## config.mk

```make
export PLATFORM = sky130hd
export DESIGN_NAME = intc_select_unit
export DESIGN_NICKNAME = d
export VERILOG_FILES = /design/src/rtl/intc_select_unit.sv
export SDC_FILE = /design/constraint.sdc
export NUM_CORES = 1
export LEC_CHECK = 0
export ABC_AREA = 1
export ABC_CLOCK_PERIOD_IN_PS = 1560
export BUFFER_PORTS_ARGS = -buffer_cell sky130_fd_sc_hd__buf_2
export CORE_AREA = 2 2 142 144
export DETAILED_ROUTE_END_ITERATION = 7
export DIE_AREA = 0 0 144 146
export RECOVER_POWER = 50
export SETUP_SLACK_MARGIN = 0.3
export SYNTH_ARGS = -nofsm -noshare
export SYNTH_HDL_FRONTEND = slang
export SYNTH_SLANG_ARGS = --single-unit
```

## constraint.sdc

```tcl
create_clock -name clk -period 1.56 [get_ports clk]
set_clock_uncertainty 0.15 [all_clocks]
set_input_delay 0.312 -clock clk [delete_from_list [all_inputs] [get_ports clk]]
set_output_delay 0.312 -clock clk [all_outputs]
set_load 0.02 [all_outputs]
```

## src/rtl/intc_select_unit.sv

```systemverilog
// Interrupt-controller select unit: ISR vector mux and IACK clear decoder, both combinational, plus a
// 1-cycle registered read port over a 16-byte window; no flow control, so a new address is accepted every cycle.
module intc_select_unit #(
    parameter int                DATA_W    = 32,
    parameter logic [DATA_W-1:0] BASE_ADDR = '0
) (
    input  logic              clk,
    input  logic              rst,
    input  logic [1:0]        priority_select,
    input  logic              IACK,
    input  logic [DATA_W-1:0] isr_addr0,
    input  logic [DATA_W-1:0] isr_addr1,
    input  logic [DATA_W-1:0] isr_addr2,
    input  logic [DATA_W-1:0] isr_addr3,
    input  logic [DATA_W-1:0] input_addr,
    input  logic [DATA_W-1:0] read_reg0,
    input  logic [DATA_W-1:0] read_reg1,
    input  logic [DATA_W-1:0] read_reg2,
    input  logic [DATA_W-1:0] read_reg3,
    output logic [DATA_W-1:0] isr_addr,
    output logic [3:0]        reset,
    output logic [DATA_W-1:0] read_data,
    output logic              read_hit
);

    function automatic logic [DATA_W-1:0] mux4(
        input logic [1:0]        sel,
        input logic [DATA_W-1:0] a,
        input logic [DATA_W-1:0] b,
        input logic [DATA_W-1:0] c,
        input logic [DATA_W-1:0] d
    );
        logic [DATA_W-1:0] y;
        case (sel)
            2'b00:   y = a;
            2'b01:   y = b;
            2'b10:   y = c;
            default: y = d;
        endcase
        return y;
    endfunction

    logic              hit;
    logic [DATA_W-1:0] word;
    logic              unused_byte_offset;

    assign isr_addr = mux4(priority_select, isr_addr0, isr_addr1, isr_addr2, isr_addr3);

    // Clear strobes deliberately ignore rst so an acknowledge during reset still clears its status bit.
    always_comb begin
        reset = 4'b0000;
        if (IACK) begin
            reset[priority_select] = 1'b1;
        end
    end

    // Byte offsets within a word return the whole word.
    assign unused_byte_offset = ^input_addr[1:0];

    assign hit  = (input_addr[DATA_W-1:4] == BASE_ADDR[DATA_W-1:4]);
    assign word = mux4(input_addr[3:2], read_reg0, read_reg1, read_reg2, read_reg3);

    always_ff @(posedge clk) begin
        if (rst) begin
            read_data <= '0;
            read_hit  <= 1'b0;
        end else begin
            read_data <= hit ? word : '0;
            read_hit  <= hit;
        end
    end

endmodule

```

# ---- Yosys cells after proc, flatten, opt, wreduce, memory -nomap -nowiden
# Cells that the tools add are included.
dict set report word_totals {
  ff_bits 33
  inputBits 293
  output_inout_bits 69
}
dict set report classes {
  n_lt_le_gt_ge 2
  n_eq_ne 4
  n_mux 5
  bitwise_logic 1
  n_reduce_logical 5
}
# op n
set op_table {}
lappend op_table {{32-bit case mux with 3 select lines} 2}
lappend op_table {{28-bit logical NOT} 1}
lappend op_table {{2-bit by 1-bit == test with 1-bit output (second input constant)} 2}
lappend op_table {{2-bit == test (second input constant)} 2}
lappend op_table {{2-bit logical NOT} 2}
lappend op_table {{4-bit 2-to-1 mux} 1}
lappend op_table {{2-bit by 3-bit less-than comparator with 1-bit output (second input constant)} 1}
lappend op_table {{1-bit demux with 2-bit select} 1}
lappend op_table {{2-bit by 1-bit >= comparator with 1-bit output (second input constant)} 1}
lappend op_table {{2-bit OR reduction} 1}
lappend op_table {{1-bit logical AND} 1}
lappend op_table {{1-bit 2-to-1 mux} 1}
lappend op_table {{1-bit NOT} 1}

# ---- Depth between registers and ports, before layout
dict set report depth {
  depth_word 5
  depth_mapped 8
  mapped_depth_nobuf 7
}

# ---- Least setup slack after synthesis
# Ideal clock, no wire load.
dict set report synth_path {
  path_kind {input -> output}
  start {input port priority_select[1]}
  end {output port isr_addr[10]}
  t_arrival_ps 1058
  setup_slack_ps 40
  path_stages 4
  path_buffers 1
  path_cell_list {nor2_1 -> clkbuf_1 -> nand2_1 -> nand4_1}
}
dict set report synth_via {
  elab_chain_cells 2
  elab_cells_between_ends 4
  classes_between {eq/ne: 2; mux: 1; reduce/logical: 1}
}
# item line
set synth_rtl {}
lappend synth_rtl {{from (decl)} 9} ;# input logic [1:0] priority_select,
lappend synth_rtl {{2-bit == test (tied with other cells)} 34} ;# case (sel)
lappend synth_rtl {{32-bit case mux with 3 select lines *} 34}
lappend synth_rtl {{to (decl)} 20} ;# output logic [DATA_W-1:0] isr_addr,
# Mark *: on every way between the ends. The rest lies on a longest branch, timed or not.

# ---- Worst setup path in the final report
dict set report layout_path {
  start {input port priority_select[0]}
  end {output port isr_addr[29]}
}
# The elaborated chain is that of the path after synthesis.

==> impl_metrics.env <==
export IMPL_fin_area_mm2=0.005979
export IMPL_slew_headroom_pct=78.20
export IMPL_synthTopCellsByArea="nand2_1 29%, dfxtp_1 25%, nand4_1 7.5%, o21ai_0 6.8%, nor2_1 6.8%"
export IMPL_final_setup_viol_count=30
export IMPL_vias_per_cell=4.103
export IMPL_synth_area_per_cell_um2=5.537
export IMPL_fin_crit_sh_pct=105.3
export IMPL_critical_path_max_stage_delay_ns=0.16
export IMPL_ys_types=20
export IMPL_power_density_mw_per_mm2=533.7
export IMPL_grt_overflow=0
export IMPL_finalHoldViolations=0
export IMPL_slowest_stage="buf_4"
export IMPL_setup_ws_ns=-0.08284
export IMPL_finalCriticalPeriod_ns=1.643
export IMPL_pre_cts_ws_ns=-0.2302
export IMPL_fp_row_count=51
export IMPL_drtAntennaViolNets=0
export IMPL_die_h_um=146
export IMPL_wl_per_cell_um=14.52
export IMPL_vdd_drop_max_v=0.0003427
export IMPL_dieArea_mm2=0.02102
export IMPL_yosys_top_cells_count="207 x nand2_1, 48 x nor2_1, 36 x o21ai_0"
export IMPL_hold_depth=3
export IMPL_synthCells=480
export IMPL_start_kind="input pin"
export IMPL_drc=0
export IMPL_cp_required_ns=1.10
export IMPL_worstMarginPinSlew_ns=0.3235
export IMPL_path_buf_inv=4
export IMPL_cap_violations=0
export IMPL_crit_path_end_kind="primary output"
export IMPL_grtUsageTotal_pct=13.31
export IMPL_leakage_nw=2.969
export IMPL_cpLargestDelayFamily="buffers and inverters"
export IMPL_coreArea_mm2=0.01933
export IMPL_status="complete, but fails checks"
export IMPL_ioPinCount=362
export IMPL_min_to="read_data[16]"
export IMPL_grt_max_degree=34
export IMPL_synth_area_mm2=0.002658
export IMPL_hold_path_class="input pin to flip-flop"
export IMPL_synth_edf_count=0
export IMPL_htreeDepth=2
export IMPL_drive_above_1_share_pct=53.15
export IMPL_initial_core_util_pct=13.74
export IMPL_num_fill_cells=2111
export IMPL_fp_dieW_um=144
export IMPL_arrival_ns=1.18
export IMPL_crit_chain="buf_12 -> nor2_4 -> buf_6 -> buf_12 -> nand2_1 -> nand4_1 -> buf_4"
export IMPL_cp_max_fo=13
export IMPL_cpMostUsedCell="buf_12"
export IMPL_cts_buffer_depth=2
export IMPL_grt_pass1_vias=4331
export IMPL_rsz0062_at_grt="true"
export IMPL_violations="negative setup slack"
export IMPL_route_vias_total=4604
export IMPL_nets=1148
export IMPL_drtIter0Drc=141
export IMPL_slew_viol_final=0
export IMPL_clock_sinks=33
export IMPL_synth_seq_cells=33
export IMPL_path_class="input pin to primary output"
export IMPL_yosysMostFrequentCell="nand2_1"
export IMPL_synthFlopType="dfxtp_1"
export IMPL_synth_yosys_seq_area_share_pct=24.86
export IMPL_synth_yosys_warnings=0
export IMPL_place_congestion=0.8064
export IMPL_async_reset_ff_share_pct=0
export IMPL_cp_num_cells=7
export IMPL_clk_transition_reported_paths_ns=0.06
export IMPL_drt_total_wl_um=16290
export IMPL_placed_cell_area_mm2=0.004967
export IMPL_port_buffers=359
export IMPL_antenna_found_initial=2
export IMPL_cts_tree="done"
export IMPL_syn_num_nets=773
export IMPL_fmax_mhz=608.7
export IMPL_netlist_area_leader_share_pct=29.24
export IMPL_cts_buffers=5
export IMPL_area_growth_pct=125.0
export IMPL_grt_pass1_wl_um=21560
export IMPL_min_from="read_reg3[16]"
export IMPL_firstDrtPassIters=4
export IMPL_root_buffer="clkbuf_16"
export IMPL_hpwl_um=12870
export IMPL_synth_top_area_cell="nand2_1"
[state kept, by name, indices dropped and copies added (netlist names)]
register and flops:
read_data 32, read_hit 1
[placed cells by master, fill, tap and decap left out, drive strengths merged]
cell / instances
and2: 1
buf: 359
clkbuf: 44
clkinv: 2
clkinvlp: 1
dfxtp: 33
diode: 1
inv: 26
nand2: 208
nand3: 33
nand4: 32
nor2: 51
nor3: 2
o21ai: 64
[area by class of cell]
| type | instances | area, um^2 | area share, % |
|---|---|---|---|
| Multi-Input combinational cell | 391 | 2110 | 35.28 |
| Timing Repair inverter | 1 | 8.758 | 0.1465 |
| Inverter | 25 | 126.4 | 2.113 |
| Tap cell | 265 | 331.6 | 5.545 |
| Clock buffer | 5 | 125.1 | 2.092 |
| Sequential cell | 33 | 660.6 | 11.05 |
| Timing Repair Buffer | 398 | 2597 | 43.44 |
| Clock inverter | 3 | 17.52 | 0.2929 |
| Antenna cell | 1 | 2.502 | 0.04185 |
[cell families (layout without fill, tap and decap cells)]
logic type / Yosys count / count (layout) / synth area share [%]
compound gates: 64 / 64 / 12.05
buf+inv: 56 / 432 / 10.55
flops: 33 / 33 / 24.86
other cells: 0 / 1 / 0
simple gates: 327 / 327 / 52.54
[stage by stage]
step	hold WS [ns]	instances	power (mW)	util, %	setup TNS (ns)
after global routing	0.1333	1122	3.363	30.93	-2.397
after detailed placement	0.4175	1093	1.992	25.69	-6.270
after CTS	0.1270	1113	3.157	28.88	-0.9531
final	0.1347	1122	3.191	30.93	-0.8987
after floorplan	0.3259	480	1.381	-	0
after global placement	0.4106	1093	1.984	25.69	-6.072
[what timing repair did]
item                       4_1_cts  5_1_grt
hold buffers                     0        0
setup endpoints to repair       48       69
buffers inserted                 9        3
pin swaps                        5       12
resized for setup              101       85
gates cloned                     3        5
[power breakdown]
part	leakage [nW]	switching [mW]	internal, mW	total (mW)
sequential	0.266	0.000000000561	0.843	0.843
combinational	2.63	0.700	0.690	1.39
clock	0.0696	0.374	0.585	0.958
[worst max path at each step]
stage	from	end	slack (ns)
floorplan	priority_select[1]	isr_addr[10]	0.23
global placement	priority_select[1]	isr_addr[24]	-0.24
detailed placement	priority_select[1]	isr_addr[24]	-0.23
CTS	priority_select[1]	isr_addr[29]	-0.08
global route	priority_select[1]	isr_addr[14]	-0.11
finish	priority_select[0]	isr_addr[29]	-0.08
[metal layers]
metal  vias to the layer above  part of all wire (%)  track usage [%]
met3                        33                   8.6            3.192
met4                         2                   4.7            7.304
met1                      2000                    33            11.90
li1                       2311                     -                -
met5                         -                  0.10                0
met2                       258                    54            26.57
Note: power is estimated with default switching activity, not from simulation.
